===== src/rtl/matmul_pkg.sv =====
// Shared types and sizes for the byte-serial 3x3 matrix-multiply sequencer.
package matmul_pkg;

    localparam int unsigned ELEM_W    = 8;
    localparam int unsigned RES_W     = 16;
    localparam int unsigned N_ELEM    = 9;
    localparam int unsigned IN_BEATS  = 9;
    localparam int unsigned OUT_BEATS = 18;
    localparam int unsigned IDX_W     = 4;
    localparam int unsigned OIDX_W    = 5;
    localparam int unsigned FLAT_A_W  = N_ELEM * ELEM_W;
    localparam int unsigned FLAT_C_W  = N_ELEM * RES_W;

    typedef enum logic [2:0] {
        ST_LOAD_A  = 3'd0,
        ST_LOAD_B  = 3'd1,
        ST_RUN     = 3'd2,
        ST_CAPTURE = 3'd3,
        ST_OUT     = 3'd4
    } state_e;

endpackage


===== src/rtl/matmul_byte_unpacker.sv =====
// Holds the captured 144-bit result and presents it one byte at a time,
// low byte of element 0 first.
module matmul_byte_unpacker
    import matmul_pkg::*;
(
    input  logic                clk,
    input  logic                rst,
    input  logic                load_i,
    input  logic [FLAT_C_W-1:0] data_i,
    input  logic                advance_i,
    output logic [ELEM_W-1:0]   byte_o,
    output logic                last_o
);

    logic [FLAT_C_W-1:0] r_q;
    logic [OIDX_W-1:0]   oidx_q;

    // Result register and byte index; index wraps after the final byte.
    always_ff @(posedge clk) begin
        if (rst) begin
            r_q    <= '0;
            oidx_q <= '0;
        end else if (load_i) begin
            r_q    <= data_i;
            oidx_q <= '0;
        end else if (advance_i) begin
            oidx_q <= last_o ? '0 : oidx_q + OIDX_W'(1);
        end
    end

    assign byte_o = r_q[{oidx_q, 3'b000} +: ELEM_W];
    assign last_o = (oidx_q == OIDX_W'(OUT_BEATS - 1));

endmodule


===== src/rtl/matmul_stream_seq.sv =====
// Byte-serial sequencer for the 3x3 8-bit matrix-multiply core: loads A and B
// over a valid/ready byte port, pulses the core start, then streams the
// 18-byte result out. Optional B reuse enabled by MATMUL_SEQ_REUSE_B_EN.
module matmul_stream_seq
    import matmul_pkg::*;
#(
    parameter int unsigned START_CYCLES = 2,
    parameter int unsigned DATA_W       = 8
) (
    input  logic                clk,
    input  logic                rst,
    input  logic                in_valid_i,
    input  logic [DATA_W-1:0]   in_data_i,
    output logic                in_ready_o,
    output logic                out_valid_o,
    output logic [DATA_W-1:0]   out_data_o,
    input  logic                out_ready_i,
    output logic                busy_o,
    input  logic                reuse_b_i,
    output logic                mm_start_o,
    output logic [FLAT_A_W-1:0] mm_a_flat_o,
    output logic [FLAT_A_W-1:0] mm_b_flat_o,
    input  logic [FLAT_C_W-1:0] mm_c_flat_i,
    input  logic                mm_done_i
);

    localparam int unsigned CNT_W = $clog2(START_CYCLES + 1);

    state_e              state_q;
    logic [IDX_W-1:0]    idx_q;
    logic [CNT_W-1:0]    cnt_q;
    logic [FLAT_A_W-1:0] a_q;
    logic [FLAT_A_W-1:0] b_q;
    logic                b_loaded_q;
    logic                in_ready_q;
    logic                out_valid_q;
    logic                busy_q;
    logic                mm_start_q;

    logic                accept_c;
    logic                last_in_c;
    logic                skip_b_c;
    logic                load_r_c;
    logic                advance_c;
    logic                last_out_c;
    logic [ELEM_W-1:0]   out_byte_c;

`ifdef MATMUL_SEQ_REUSE_B_EN
    assign skip_b_c = reuse_b_i && b_loaded_q;
`else
    logic unused_reuse_b;
    assign unused_reuse_b = reuse_b_i;
    assign skip_b_c       = 1'b0;
`endif

    assign accept_c  = in_valid_i && in_ready_q;
    assign last_in_c = (idx_q == IDX_W'(IN_BEATS - 1));
    assign load_r_c  = (state_q == ST_CAPTURE) && !mm_done_i;
    assign advance_c = (state_q == ST_OUT) && out_ready_i;

    // Sequencer FSM with registered handshake and core-control outputs.
    always_ff @(posedge clk) begin
        if (rst) begin
            state_q     <= ST_LOAD_A;
            idx_q       <= '0;
            cnt_q       <= '0;
            a_q         <= '0;
            b_q         <= '0;
            b_loaded_q  <= 1'b0;
            in_ready_q  <= 1'b1;
            out_valid_q <= 1'b0;
            busy_q      <= 1'b0;
            mm_start_q  <= 1'b0;
        end else begin
            case (state_q)
                ST_LOAD_A: begin
                    if (accept_c) begin
                        a_q[{idx_q, 3'b000} +: ELEM_W] <= in_data_i;
                        if (last_in_c) begin
                            idx_q <= '0;
                            if (skip_b_c) begin
                                state_q    <= ST_RUN;
                                in_ready_q <= 1'b0;
                                busy_q     <= 1'b1;
                                mm_start_q <= 1'b1;
                                cnt_q      <= '0;
                            end else begin
                                state_q <= ST_LOAD_B;
                            end
                        end else begin
                            idx_q <= idx_q + IDX_W'(1);
                        end
                    end
                end
                ST_LOAD_B: begin
                    if (accept_c) begin
                        b_q[{idx_q, 3'b000} +: ELEM_W] <= in_data_i;
                        if (last_in_c) begin
                            idx_q      <= '0;
                            b_loaded_q <= 1'b1;
                            state_q    <= ST_RUN;
                            in_ready_q <= 1'b0;
                            busy_q     <= 1'b1;
                            mm_start_q <= 1'b1;
                            cnt_q      <= '0;
                        end else begin
                            idx_q <= idx_q + IDX_W'(1);
                        end
                    end
                end
                ST_RUN: begin
                    if (cnt_q == CNT_W'(START_CYCLES - 1)) begin
                        mm_start_q <= 1'b0;
                        state_q    <= ST_CAPTURE;
                    end else begin
                        cnt_q <= cnt_q + CNT_W'(1);
                    end
                end
                ST_CAPTURE: begin
                    if (!mm_done_i) begin
                        state_q     <= ST_OUT;
                        out_valid_q <= 1'b1;
                    end
                end
                ST_OUT: begin
                    if (out_ready_i && last_out_c) begin
                        out_valid_q <= 1'b0;
                        busy_q      <= 1'b0;
                        in_ready_q  <= 1'b1;
                        state_q     <= ST_LOAD_A;
                    end
                end
                default: begin
                    state_q     <= ST_LOAD_A;
                    idx_q       <= '0;
                    in_ready_q  <= 1'b1;
                    out_valid_q <= 1'b0;
                    busy_q      <= 1'b0;
                    mm_start_q  <= 1'b0;
                end
            endcase
        end
    end

    // Result capture and byte-serial readout.
    matmul_byte_unpacker u_unpacker (
        .clk       (clk),
        .rst       (rst),
        .load_i    (load_r_c),
        .data_i    (mm_c_flat_i),
        .advance_i (advance_c),
        .byte_o    (out_byte_c),
        .last_o    (last_out_c)
    );

    assign in_ready_o  = in_ready_q;
    assign out_valid_o = out_valid_q;
    assign out_data_o  = out_byte_c;
    assign busy_o      = busy_q;
    assign mm_start_o  = mm_start_q;
    assign mm_a_flat_o = a_q;
    assign mm_b_flat_o = b_q;

endmodule


===== config.mk =====
export PLATFORM = sky130hd
export DESIGN_NAME = matmul_stream_seq
export DESIGN_NICKNAME = d
export VERILOG_FILES = /design/src/rtl/matmul_pkg.sv /design/src/rtl/matmul_byte_unpacker.sv /design/src/rtl/matmul_stream_seq.sv
export SDC_FILE = /design/constraint.sdc
export NUM_CORES = 1
export LEC_CHECK = 0
export BUFFER_PORTS_ARGS = -buffer_cell sky130_fd_sc_hd__buf_2
export CAP_MARGIN = 30
export CORE_ASPECT_RATIO = 1.4
export CORE_MARGIN = 2
export CORE_UTILIZATION = 57
export DETAILED_ROUTE_END_ITERATION = 12
export GPL_TIMING_DRIVEN = 1
export PLACE_DENSITY = 0.85
export SKIP_CTS_REPAIR_TIMING = 1
export SYNTH_ARGS = -nofsm -noshare
export SYNTH_HDL_FRONTEND = slang
export SYNTH_SLANG_ARGS = --single-unit
export TNS_END_PERCENT = 20

===== constraint.sdc =====
create_clock -name clk -period 4.6 [get_ports clk]
set_input_delay 0.69 -clock clk [delete_from_list [all_inputs] [get_ports clk]]
set_output_delay 0.69 -clock clk [all_outputs]
set_load 0.01 [all_outputs]

---- Yosys cells after proc, flatten, opt, wreduce, memory -nomap -nowiden ----
Cells that the tools add are included.
word-level totals
  register bits after elaboration ......... 306
  input port bits ......................... 158
  word-level logic and storage cells ...... 89
  output and inout bits ................... 156
operators by class
  mux-type cells .......................... 30
  bitwise logic cells ..................... 4
  add/subtract/negate cells ............... 4
  shifts and indexed selects .............. 3
  equal/unequal tests ..................... 16
  reductions and logical operators ........ 21
operators by type and width
  kind                                                                     number
  72-bit bitwise mux                                                       2
  144-bit by 9-bit variable part select with 8-bit output                  1
  8-bit by 9-bit variable shift with 72-bit output (first input constant)  1
  8-bit by 9-bit variable part select with 72-bit output                   1
  3-bit two-way mux                                                        7
  3-bit case mux with 5 select lines                                       1
  2-bit != test (second input constant)                                    7
  1-bit case mux with 3 select lines                                       4
  4-bit AND reduction                                                      3
  3-bit OR reduction                                                       4
  7-bit negator with 9-bit output                                          1
  1-bit two-way mux                                                        8
  4-bit two-way mux                                                        2
  4-bit case mux with 2 select lines                                       1
  7-bit AND reduction                                                      1
  3-bit by 2-bit == test with 1-bit output (second input constant)         2
  2-bit two-way mux                                                        3
  2-bit AND reduction                                                      3
  5-bit by 1-bit adder with 5-bit output (second input constant)           1
  5-bit == test (second input constant)                                    1
  5-bit two-way mux                                                        1
  4-bit by 1-bit adder with 4-bit output (second input constant)           1
  4-bit == test (second input constant)                                    1
  1-bit logical AND                                                        4
  other kinds (12)                                                         17

---- Depth between registers and ports, before layout ----
  word-level depth ........................ 4
  gate-level depth with buffers ........... 10
  depth with buffers taken out ............ 6

---- Modules after synthesis ----
Synthesis repeated with hierarchy kept, for this count alone.
unflattened totals
  cells, all modules ...................... 1251
  area total of the unflattened synthesis .. 13115.1 um^2
by module, submodules not included
  module                seq. area each (um^2)  area an instance (um^2)  instances  cells an instance
  matmul_stream_seq     3143.0                 6627.6                   1          625
  matmul_byte_unpacker  2982.9                 6487.5                   1          626

---- Least setup slack after synthesis ----
No wires, ideal clock.
  kind .................................... reg2reg
  start point ............................. register idx_q[0]
  end point ............................... register b_q[32] (netlist: mm_b_flat_o[32])
  path slack .............................. 2.348 ns
  buffers on the path ..................... 3
  setup time .............................. 0.072 ns
  stages on the path, launching flop included .. 10
  arrival time ............................ 2.180 ns
  cells stage by stage .................... dfxtp_1 buf_6 inv_1 ha_1 clkbuf_1 or4b_2 o211ai_1 and3_1 buf_4 mux2i_1
on the way
  word-level cells in the longest chain between the ends .. 3
RTL lines
  what                                                                                                                        line                      RTL
  from (decl)                                                                                                                 matmul_stream_seq.sv:30   logic [IDX_W-1:0] idx_q;
  from (signal assigned)                                                                                                      matmul_stream_seq.sv:91   idx_q <= idx_q + IDX_W'(1);
  from (signal assigned)                                                                                                      matmul_stream_seq.sv:107  idx_q <= idx_q + IDX_W'(1);
  7-bit negator with 9-bit output (*)                                                                                         matmul_stream_seq.sv:97   b_q[{idx_q, 3'b000} +: ELEM_W] <= in_data_i;
  8-bit by 9-bit variable part select with 72-bit output or 8-bit by 9-bit variable shift with 72-bit output (tied branches)  matmul_stream_seq.sv:97
  72-bit bitwise mux (*)                                                                                                      matmul_stream_seq.sv:97
  to (signal, indexed assignment)                                                                                             matmul_stream_seq.sv:97
  to (decl)                                                                                                                   matmul_stream_seq.sv:33   logic [FLAT_A_W-1:0] b_q;
Every way passes the cells marked *; elsewhere a longest branch is shown, timed or not.
A chain may end at the register's enable or synchronous reset.

---- Worst setup path after layout ----
  start point ............................. register u_unpacker.oidx_q[0]
  end point ............................... output port out_data_o[4]
on the way
  word-level cells in the longest chain between the ends .. 1
RTL lines
  what                                                     line                        RTL
  from (decl)                                              matmul_byte_unpacker.sv:16  logic [OIDX_W-1:0] oidx_q;
  from (signal assigned)                                   matmul_byte_unpacker.sv:27  oidx_q <= last_o ? '0 : oidx_q + OIDX_W'(1);
  144-bit by 9-bit variable part select with 8-bit output  matmul_byte_unpacker.sv:31  assign byte_o = r_q[{oidx_q, 3'b000} +: ELEM_W];
  to (decl)                                                matmul_stream_seq.sv:16     output logic [DATA_W-1:0] out_data_o,
No other way between the ends.

==> summary.md <==
| Metric | Value |
|---|---|
| Clk_skew | 16.74 ps |
| Total routing usage reported by global routing | 27.86% |
| Final clock period utilization by the worst path | 74.84% |
| Clock tree buffer depth | 3 |
| Async set-or-reset flop fraction in the synthesized netlist | 0% |
| Number of nets in the synthesized netlist | 1591 |
| Terminating pin of the worst hold path | u_unpacker.r_q[27] |
| RePlAce Congestion | 0.8816 |
| Crit path buf inv count | 2 |
| # nets final | 1844 |
| CP Data Arrival Time | 2750 ps |
| Post-route DRC violation count | 0 |
| Layout cell share with drive strength beyond 1 | 23.69% |
| PnR Total Power | 5.238 mW |
| Worst R2R Path Depth | 6 |
| Cell total after placement | 1945 |
| Synth Instances | 1426 |
| Clock Pin Slew Worst Setup and Hold Paths | 70 ps |
| Kind of capture point of the worst setup path | output port |
| Cell Area, Synth | 12530 µm² |
| Worst slew margin relative to its limit | 31.22% |
| CP startpoint kind | flip-flop |
| Maximum fanout count along the critical path | 18 |
| Initial antenna violation count | 1 |
| R2r endpoint | mm_b_flat_o[37] |
| Width of the chip | 129.3 µm |
| Root buffer cell | clkbuf_16 |
| Worst hold start | mm_c_flat_i[27] |
| Average vias per placed instance | 5.523 |
| Run status | finished, final reports clean |
| Largest area contributor in the netlist | dfxtp_1 |
| Pre-antenna DRT Iters | 6 |
| Core box area | 21700 µm² |
| GR met2 Demand/Resource | 50.04% |
| FP Rows | 64 |
| Post-synthesis to final-layout area growth | 20.74% |
| Final cell count without fillers | 1999 |
| Effective utilization at floorplan | 57.73% |
| Endpoints failing setup | 0 |
| Final routed wire length divided by cell count | 16.85 µm |
| IO Port Bufs | 312 |
| Lkg Pwr | 6.559 nW |
| Number of clock sinks seen by CTS | 306 |
| Worst path top cell family by delay | flip-flops |
| Achievable Freq | 0.2905 GHz |
| Clock tree from TritonCTS | yes |
| Total wire length after detailed routing | 33680 µm |
| Tightest Hold Check Type | input port to flip-flop |
| Count of flip-flops with a built-in enable after synthesis | 0 |
| Peak supply drop | 0.0002835 V |
| Share of the core filled with cells | 69.71% |
| Overall die height | 179.4 µm |
| First-pass GRT wire length | 52790 µm |
| Worst path max stage delay | 830 ps |
| Global-route layer with the greatest usage | met2 |
| Die Outline Area | 23200 µm² |
| Sum of overflow across all layers after global routing | 0 |
| Area share of the largest cell type after synthesis | 48.90% |
| Clock buffers created by TritonCTS | 28 |
| Antenna-violating nets left | 0 |
| Max Slew Vio Count | 0 |
| Tmin final | 3443 ps |
| Total Neg Setup Slack | 0 ps |
| Boundary Pins | 314 |
| Worst-margin pin slew | 1029 ps |
| Via total after detailed routing | 11040 |
| Power density over cell area | 346.3 nW/µm² |
| Commonest register cell after synthesis | dfxtp_1 |
| Drt initial violations | 761 |
| Post-DP HPWL | 23500 µm |
| M1 GR Usage | 32.51% |
| Startpoint of the lowest-slack register-to-register path | idx_q[0] |
| Proportion of synthesized chip area in sequential cells | 48.90% |
| Worst reg2reg setup slack | 1770 ps |
| Leading post-synthesis cells by cell area | dfxtp_1 49%, mux2i_1 14%, nand2_1 14%, a21oi_1 6.4%, clkbuf_1 2.2% |
| Final Hold Violating Endpoints | 0 |
| Type of the worst setup path | flip-flop to output port |
| Number of global-route vias before repair | 10566 |
| Clock latency of the later-clocked register in the worst-skew pair | 540 ps |
| Count of cells along the worst hold path | 3 |
| Critical path data required time | 3910 ps |
| Slowest library cell on the worst path | dfxtp_1 |
| Maximum number of pins on one net before global-route repair | 90 |
| Number of H-tree branching levels | 1 |
| Flip-flop and latch count after synthesis | 306 |
| Max_cap viols | 0 |
| Per-instance average area after synthesis | 8.786 µm² |
| Cell-by-cell listing of the critical path | buf_4 > mux4_2 > a21oi_1 > nand3_1 > buf_2 |
| Number of fill cells | 1694 |
| Total number of yosys warnings | 0 |
| GR met3 Demand/Resource | 4.494% |
| Number of distinct library cell variants in the gate-level netlist after synthesis | 59 |
| Setup repair after global routing missed its margin | no |
state kept, by name, summed over array words and instances, names as in the netlist:
register and flops:
busy_o 1, mm_b_flat_o 72, cnt_q 2, in_ready_o 1, mm_start_o 1, state_q 3, u_unpacker.r_q 144, out_valid_o 1
mm_a_flat_o 72, idx_q 4, u_unpacker.oidx_q 5
per-stage QoR:
step           setup slack, ps  area, µm²  hold WS (ps)
2_1_floorplan             2348      12530         432.9
3_3_place_gp              1715      14120         439.3
3_5_place_dp              1707      14160         445.6
4_1_cts                   1126      15100         369.9
5_1_grt                  961.4      15120         380.7
6_report                  1157      15130         380.5
cells by family (layout without fill, tap and decap cells):
| family | count (synthesis) | in the layout | share of synthesized area [%] |
|---|---|---|---|
| and+or+nand+nor | 579 | 579 | 19.53 |
| adders and majority gates | 7 | 7 | 0.6991 |
| other | 0 | 1 | 0 |
| xor gates and xnor gates | 5 | 5 | 0.3496 |
| DFF | 306 | 306 | 48.90 |
| muxes | 193 | 193 | 16.30 |
| buffers and inverters | 112 | 387 | 3.645 |
| AOI/OAI and AO/OA | 224 | 224 | 10.58 |
layout make-up:
cell class	count	area [µm²]	share of cell area [%]
antenna	1	2.502	0.01654
sequential	306	6130	40.52
timing repair buffer	323	1690	11.17
multi-input combinational	1008	5948	39.32
clock buffer	42	804.5	5.318
tap	297	371.6	2.457
clock inverter	10	132.6	0.8768
inverter	12	47.55	0.3143
layer usage:
metal | up-vias | part of all wire [%]
met5 | - | 0
met4 | 0 | 4.0
met3 | 81 | 7.1
met2 | 454 | 52
met1 | 5174 | 37
li1 | 5331 | -
worst register-to-register path, stage by stage, from the launching register on:
cell	delay (ps)
dfxtp_1	600
inv_1	200
ha_1	360
or4b_2	640
o211ai_1	150
and3_1	540
mux2i_1	280
Yosys cell counts, drive strengths merged, types with 2 or more instances:
master / n
buf: 27
nand2b: 2
inv: 11
o22ai: 8
or4b: 2
nor2b: 4
ha: 7
mux2i: 177
nor3: 5
and3b: 2
clkbuf: 73
nor2: 27
nor4b: 4
a31oi: 3
mux2: 8
nor3b: 4
xnor2: 2
and3: 7
o21a: 3
nand4: 13
or3: 2
mux4: 8
a21oi: 159
a22oi: 8
nand2: 464
o21ai: 22
o41ai: 2
o2111ai: 6
xor2: 3
nand4bb: 2
dfxtp: 306
and2: 6
o211ai: 6
nand3: 29
and4bb: 2
how the worst max path moves through the flow:
stage,start,end,slack [ps],depth (start not counted)
after global routing,u_unpacker.oidx_q[0],out_data_o[7],960,5
after global placement,u_unpacker.oidx_q[0],out_data_o[4],1720,5
final,u_unpacker.oidx_q[0],out_data_o[4],1160,5
after CTS,u_unpacker.oidx_q[0],out_data_o[4],1130,5
after floorplan,idx_q[0],mm_b_flat_o[32],2350,9
after detailed placement,u_unpacker.oidx_q[0],out_data_o[4],1710,5
placed cells by master (no fill, tap or decap), drive strengths merged, types with 13 or more instances in the layout:
cell,n
nand4,13
dfxtp,306
buf,323
nor2,27
nand3,29
nand2,464
inv,13
o21ai,22
clkbuf,42
a21oi,159
mux2i,177
report_power, final:
group          internal [mW]  switching [mW]
registers               2.65         0.00791
logic                 0.0775           0.125
clock network           1.38           0.993
total                   4.11            1.13
Power figures use the tool's default switching activity.
